**config.mk**
```make
export PLATFORM = sky130hd
export DESIGN_NAME = commit_trace_fifo_flat
export DESIGN_NICKNAME = d
export VERILOG_FILES = /design/src/rtl/commit_trace_fifo_pkg.sv /design/src/rtl/commit_trace_fifo_if.sv /design/src/rtl/commit_trace_fifo_sync_fifo.sv /design/src/rtl/commit_trace_fifo.sv /design/src/flat_wrapper.sv
export SDC_FILE = /design/constraint.sdc
export NUM_CORES = 2
export LEC_CHECK = 0
export CAP_MARGIN = 20
export CORE_ASPECT_RATIO = 1.75
export CORE_MARGIN = 2
export CORE_UTILIZATION = 65
export CTS_CLUSTER_DIAMETER = 200
export CTS_CLUSTER_SIZE = 25
export DETAILED_ROUTE_END_ITERATION = 12
export DONT_BUFFER_PORTS = 1
export PLACE_DENSITY = 0.9
export SYNTH_ARGS = -nofsm -noshare
export SYNTH_HDL_FRONTEND = slang
export SYNTH_SLANG_ARGS = --single-unit
```
**constraint.sdc**
```tcl
create_clock -name clk -period 213.6 [get_ports clk]
set_input_delay 42.72 -clock clk [delete_from_list [all_inputs] [get_ports clk]]
set_output_delay 42.72 -clock clk [all_outputs]
set_load 0.05 [all_outputs]
```
**src/rtl/commit_trace_fifo_pkg.sv**
```systemverilog
// Shared types for the commit trace path: one captured retirement record.
package trace_pkg;

  localparam int TRACE_W = 224;

  typedef struct packed {
    logic [31:0] instr;
    logic [63:0] pc;
    logic [63:0] pre_pc;
    logic [63:0] seq;
  } trace_entry_t;

  function automatic logic [31:0] sat_inc32(input logic [31:0] v);
    return (v == 32'hFFFF_FFFF) ? v : v + 32'd1;
  endfunction

endpackage

```
**src/rtl/commit_trace_fifo_if.sv**
```systemverilog
// Commit bundle in, trace stream and status out.
interface commit_trace_fifo_if;
  logic        commit;
  logic [31:0] commit_instr;
  logic [63:0] commit_pc;
  logic [63:0] commit_pre_pc;
  logic        trace_flush;
  logic        trace_ready;
  logic        trace_valid;
  logic [31:0] trace_instr;
  logic [63:0] trace_pc;
  logic [63:0] trace_pre_pc;
  logic [63:0] trace_seq;
  logic        trace_afull;
  logic        trace_full;
  logic [31:0] drop_cnt;
  logic [63:0] instret;

  modport master (
    output commit, commit_instr, commit_pc, commit_pre_pc, trace_flush, trace_ready,
    input  trace_valid, trace_instr, trace_pc, trace_pre_pc, trace_seq,
           trace_afull, trace_full, drop_cnt, instret
  );

  modport slave (
    input  commit, commit_instr, commit_pc, commit_pre_pc, trace_flush, trace_ready,
    output trace_valid, trace_instr, trace_pc, trace_pre_pc, trace_seq,
           trace_afull, trace_full, drop_cnt, instret
  );
endinterface

```
**src/rtl/commit_trace_fifo_sync_fifo.sv**
```systemverilog
// Generic single-clock FIFO with flush; head is read combinationally at rd_ptr.
module sync_fifo #(
  parameter int WIDTH = 8,
  parameter int DEPTH = 8
) (
  input  logic                   clk,
  input  logic                   rst,
  input  logic                   push,
  input  logic                   pop,
  input  logic                   flush,
  input  logic [WIDTH-1:0]       wdata,
  output logic [WIDTH-1:0]       rdata,
  output logic [$clog2(DEPTH):0] count,
  output logic                   full,
  output logic                   empty
);
  localparam int AW = $clog2(DEPTH);
  localparam int CW = AW + 1;

  logic [WIDTH-1:0] mem [DEPTH];
  logic [AW-1:0]    rd_ptr, wr_ptr;
  logic             pop_en, push_en;

  assign empty   = (count == '0);
  assign full    = (count == CW'(DEPTH));
  // Flush wins over pop; a push while full is legal only when a slot frees this cycle.
  assign pop_en  = pop & ~empty & ~flush;
  assign push_en = push & (~full | pop_en | flush);
  assign rdata   = mem[rd_ptr];

  always_ff @(posedge clk or posedge rst) begin
    if (rst) begin
      rd_ptr <= '0;
      wr_ptr <= '0;
      count  <= '0;
      for (int i = 0; i < DEPTH; i++) mem[i] <= '0;
    end else begin
      if (push_en) begin
        mem[wr_ptr] <= wdata;
        wr_ptr      <= wr_ptr + 1'b1;
      end
      if (flush) begin
        rd_ptr <= wr_ptr;
        count  <= CW'(push_en);
      end else begin
        if (pop_en) rd_ptr <= rd_ptr + 1'b1;
        count <= count + CW'(push_en) - CW'(pop_en);
      end
    end
  end
endmodule

```
**src/rtl/commit_trace_fifo.sv**
```systemverilog
// Captures retired instructions into a FIFO for a trace sink; counts retirements and drops.
module commit_trace_fifo
  import trace_pkg::*;
#(
  parameter int DEPTH     = 8,
  parameter int AFULL_LVL = 6
) (
  input logic                clk,
  input logic                rst,
  commit_trace_fifo_if.slave tif
);
  localparam int CW = $clog2(DEPTH) + 1;

  trace_entry_t  wr_entry, head;
  logic [CW-1:0] count, occ_nxt;
  logic          fifo_full, fifo_empty;
  logic          pop, accept, drop;
  logic          afull_q, full_q;
  logic [63:0]   instret_q;
  logic [31:0]   drop_q;

  assign pop    = ~fifo_empty & tif.trace_ready;
  // A flush empties the FIFO, so a commit in that cycle always fits.
  assign accept = tif.commit & (~fifo_full | pop | tif.trace_flush);
  assign drop   = tif.commit & ~accept;

  assign wr_entry = '{instr:  tif.commit_instr,
                      pc:     tif.commit_pc,
                      pre_pc: tif.commit_pre_pc,
                      seq:    instret_q};

  always_comb begin
    occ_nxt = count;
    if (tif.trace_flush) occ_nxt = CW'(accept);
    else                 occ_nxt = count + CW'(accept) - CW'(pop);
  end

  sync_fifo #(.WIDTH(TRACE_W), .DEPTH(DEPTH)) u_fifo (
    .clk   (clk),
    .rst   (rst),
    .push  (accept),
    .pop   (pop),
    .flush (tif.trace_flush),
    .wdata (wr_entry),
    .rdata (head),
    .count (count),
    .full  (fifo_full),
    .empty (fifo_empty)
  );

  always_ff @(posedge clk or posedge rst) begin
    if (rst) begin
      afull_q   <= 1'b0;
      full_q    <= 1'b0;
      instret_q <= '0;
      drop_q    <= '0;
    end else begin
      afull_q   <= (occ_nxt >= CW'(AFULL_LVL));
      full_q    <= (occ_nxt == CW'(DEPTH));
      instret_q <= instret_q + 64'(tif.commit);
      if (drop) drop_q <= sat_inc32(drop_q);
    end
  end

  assign tif.trace_valid  = ~fifo_empty;
  assign tif.trace_instr  = head.instr;
  assign tif.trace_pc     = head.pc;
  assign tif.trace_pre_pc = head.pre_pc;
  assign tif.trace_seq    = head.seq;
  assign tif.trace_afull  = afull_q;
  assign tif.trace_full   = full_q;
  assign tif.drop_cnt     = drop_q;
  assign tif.instret      = instret_q;
endmodule

```
**src/flat_wrapper.sv**
```systemverilog
// flat-port wrapper written by rule: the top's interface ports become plain ports
module commit_trace_fifo_flat import trace_pkg::*;
#(
  parameter int DEPTH     = 8,
  parameter int AFULL_LVL = 6
)
  (clk, rst, tif_commit, tif_commit_instr, tif_commit_pc, tif_commit_pre_pc, tif_trace_flush, tif_trace_ready, tif_trace_valid, tif_trace_instr, tif_trace_pc, tif_trace_pre_pc, tif_trace_seq, tif_trace_afull, tif_trace_full, tif_drop_cnt, tif_instret);
  commit_trace_fifo_if tif_i ();
  input logic clk;
  input logic rst;
  input wire logic [$bits(tif_i.commit)-1:0] tif_commit;
  input wire logic [$bits(tif_i.commit_instr)-1:0] tif_commit_instr;
  input wire logic [$bits(tif_i.commit_pc)-1:0] tif_commit_pc;
  input wire logic [$bits(tif_i.commit_pre_pc)-1:0] tif_commit_pre_pc;
  input wire logic [$bits(tif_i.trace_flush)-1:0] tif_trace_flush;
  input wire logic [$bits(tif_i.trace_ready)-1:0] tif_trace_ready;
  output wire logic [$bits(tif_i.trace_valid)-1:0] tif_trace_valid;
  output wire logic [$bits(tif_i.trace_instr)-1:0] tif_trace_instr;
  output wire logic [$bits(tif_i.trace_pc)-1:0] tif_trace_pc;
  output wire logic [$bits(tif_i.trace_pre_pc)-1:0] tif_trace_pre_pc;
  output wire logic [$bits(tif_i.trace_seq)-1:0] tif_trace_seq;
  output wire logic [$bits(tif_i.trace_afull)-1:0] tif_trace_afull;
  output wire logic [$bits(tif_i.trace_full)-1:0] tif_trace_full;
  output wire logic [$bits(tif_i.drop_cnt)-1:0] tif_drop_cnt;
  output wire logic [$bits(tif_i.instret)-1:0] tif_instret;
  assign tif_i.commit = tif_commit;
  assign tif_i.commit_instr = tif_commit_instr;
  assign tif_i.commit_pc = tif_commit_pc;
  assign tif_i.commit_pre_pc = tif_commit_pre_pc;
  assign tif_i.trace_flush = tif_trace_flush;
  assign tif_i.trace_ready = tif_trace_ready;
  assign tif_trace_valid = tif_i.trace_valid;
  assign tif_trace_instr = tif_i.trace_instr;
  assign tif_trace_pc = tif_i.trace_pc;
  assign tif_trace_pre_pc = tif_i.trace_pre_pc;
  assign tif_trace_seq = tif_i.trace_seq;
  assign tif_trace_afull = tif_i.trace_afull;
  assign tif_trace_full = tif_i.trace_full;
  assign tif_drop_cnt = tif_i.drop_cnt;
  assign tif_instret = tif_i.instret;
  commit_trace_fifo #(.DEPTH(DEPTH), .AFULL_LVL(AFULL_LVL)) u_core (.clk(clk), .rst(rst), .tif(tif_i));
endmodule
```
==> run metrics <==
status=complete, no violations; TritonCTS clock tree=built; slew at the pin closest to its max-slew limit=between 1 and 1.5 ns; Worst-path clk slew=0.09 ns; Placed Cells=6487; die area=134000 µm²; fillcell total=8197; Pwr per Cell Area=~16 nW/µm²; layout cells sized above 1=53.1%; clock tree buffer depth=3; via density per instance=6.70; CTS root buffer=clkbuf_16; # setup viols final=0; number of iterations in the first detailed-routing pass=7; synth top area cells=dfrtp_1, mux2_2, mux4_2, mux2_4, buf_2; synth warn=0; Nets=5077; Resize count post-CTS=0; flops & latches, synth=around 1.9k; slew margin rel.=26.2%; vias=44.1k; Layout Area Growth over Synthesis=3.87%; worst-skew pair later-pin latency=0.73 ns; HP Class=flop to flop; Yosys top cell by area=dfrtp_1; Top Ports=488; post-synth cell types=49; initial antenna violation count=2; Layout Cells excl Fill=6583; Routed Antenna Nets=0; Synth async-reset ratio=between 90% and 100%; CORE AREA=130000 µm²; Cell Area, Synth=about 85000 µm²; worst clock skew=0.0415 ns; RSZ-0062 raised after global routing=no; Die W=278 µm; largest net degree at the start of global routing=~200; DIE HEIGHT=483 µm; fin crit period=47.85 ns; maximum clock rate=0.0209 GHz; VDD IR-drop max=~0.015 mV; top cell type's share of synthesized area=55.7%; sequential share of the synthesized area=55.7%; startpoint types=flop; first-pass GRT wire length=294000 µm; GPL Wtd Cong=0.773; Syn Nets=5314; max-cap violation count=0; Clock Sinks=around 1.9k; kind of capture point of the worst setup path=output port; Max Slew Vio Count=0; wire per inst=28.5 µm; syn avg cell area=16.6 µm²; critical path required time=approximately 170 ns; H-tree depth=3; Syn Inst Count=5133; 1st-iter DRT viols=3211; critical-path maximum fanout=102; commonest non-fill, non-tap cell in the layout=dfrtp_1; total track usage=~28%; Starting Density=between 60% and 70%; Final Util=68.1%; vias in the first global route=49.4k; Post-DP HPWL=112000 µm; Post-route DRC=0; WS Path Type=flop to output port; GRT overflow=0; Post-synth EDFFs=0; Setup Fix Bufs, Post-CTS=0; most frequent cells in the layout=dfrtp_1, mux2_2, mux4_2; cell leakage power=38.7 nW; Post-synth top flop=dfrtp_1; Total Wirelength=187000 µm; Setup TNS Final=0 ns; row cnt=175; TritonCTS buffer count=85; Final Hold Fails=0; Crit path arrival time=5.13 ns; hold-fix buffers at CTS=0; Tcrit/Tclk final=22.4%; port bufs=0
[where the power goes]
group | switching, mW | internal (mW)
registers | 0.0816 | 0.492
logic | 0.339 | 0.282
clock network | 0.109 | 0.0743
total | 0.530 | 0.847
[stage by stage]
stage | power, mW | hold WS (ns) | setup slack [ns] | instance area (µm²)
final | 1.38 | 0.493 | 165.75 | 88600
after global routing | 1.44 | 0.513 | 165.30 | 88600
after CTS | 1.38 | 0.496 | 165.59 | 88600
after detailed placement | 1.20 | 0.474 | 166.38 | 86300
after global placement | 1.17 | 0.462 | 166.39 | 86300
after floorplan | 1.09 | 0.445 | 117.23 | 85300
[final cells by class]
class                           instances  area [µm²]  area share (%)
Sequential cell                      1900       47600            53.7
Inverter                               15        63.8          0.0720
Multi-Input combinational cell       2826       35900            40.5
Tap cell                             1681        2100            2.37
Clock inverter                          3        48.8          0.0551
Antenna cell                            1        2.50         0.00282
Clock buffer                           89        2210            2.49
Timing Repair Buffer                   68         758           0.855
[per-layer routing]
layer | global-route usage, % | vias to the layer above | part of all wire (%) | wire (µm)
met1 | 35.8 | 24276 | 39 | 72500
li1 | - | 18417 | - | -
met2 | 46.4 | 1176 | 50 | 93100
met3 | 10.2 | 270 | 9.3 | 17300
met4 | 8.22 | 0 | 2.4 | 4530
met5 | 0 | - | 0 | 0
[synth_stat cells, types with 2 or more instances]
cell,number
buf_1,19
nor3_1,17
ha_1,14
and3_1,17
a31oi_1,2
nand4_1,33
nor2_1,26
xnor2_1,75
buf_6,18
nand2b_1,2
dfrtp_1,1900
nand2_1,49
buf_2,217
o21ai_0,8
fa_1,2
mux2_4,160
a21oi_1,4
inv_1,15
and4_1,12
and2_1,3
a21o_1,2
or3_1,2
mux4_2,448
nor4_1,3
nor3_2,2
xor2_1,21
nand3_1,47
mux2_2,1818
nor2b_1,3
clkbuf_1,136
buf_4,2
or4_1,2
mux2_1,38
[path summary, 6_finish.rpt]
kind | slack, ns | startpoint | end | cells after the start
min in group asynchronous | 42.07 | rst | u_core.u_fifo.mem[1512]$_DFFE_PP0P_ | 1
max in group asynchronous | 167.50 | rst | u_core.u_fifo.mem[541]$_DFFE_PP0P_ | 5
worst max register to register | 209.10 | u_core.u_fifo.count[2]$_DFF_PP0_ | u_core.u_fifo.mem[1284]$_DFFE_PP0P_ | 10
worst min register to register | 0.49 | u_core.u_fifo.mem[696]$_DFFE_PP0P_ | u_core.u_fifo.mem[696]$_DFFE_PP0P_ | 1
worst min-delay path | 0.49 | u_core.u_fifo.mem[696]$_DFFE_PP0P_ | u_core.u_fifo.mem[696]$_DFFE_PP0P_ | 1
worst max-delay path | 165.75 | u_core.u_fifo.rd_ptr[0]$_DFFE_PP0P_ | tif_trace_pc[21] | 5
[cell families (layout without fill, tap and decap cells)]
| kind of cell | Yosys count | after routing | synth area share [%] |
|---|---|---|---|
| adder cells (fa/ha/maj) | 16 | 16 | 0.252 |
| multiplexers | 2465 | 2465 | 39.1 |
| AO/OA/AOI/OAI | 19 | 19 | 0.131 |
| XOR/XNOR | 96 | 96 | 0.985 |
| flip-flops | 1900 | 1900 | 55.7 |
| AND/OR/NAND/NOR | 230 | 230 | 1.49 |
| buffers and inverters | 407 | 175 | 2.28 |
| other | 0 | 1 | 0 |
[flip-flops by register name (all words and copies together) (netlist names)]
name and count:
u_core.u_fifo.mem 1792, u_core.tif.instret 64, u_core.tif.drop_cnt 32, u_core.u_fifo.count 4, u_core.u_fifo.rd_ptr 3, u_core.u_fifo.wr_ptr 3, u_core.tif.trace_afull 1, u_core.tif.trace_full 1
[critical path, cell delays in order (launching register included)]
cell     delay (ns)
dfrtp_4        0.91
buf_4          0.73
buf_4          0.80
buf_12         0.66
mux4_2         0.61
mux2_2         0.44
No activity file was read; power rests on OpenSTA's default activity.
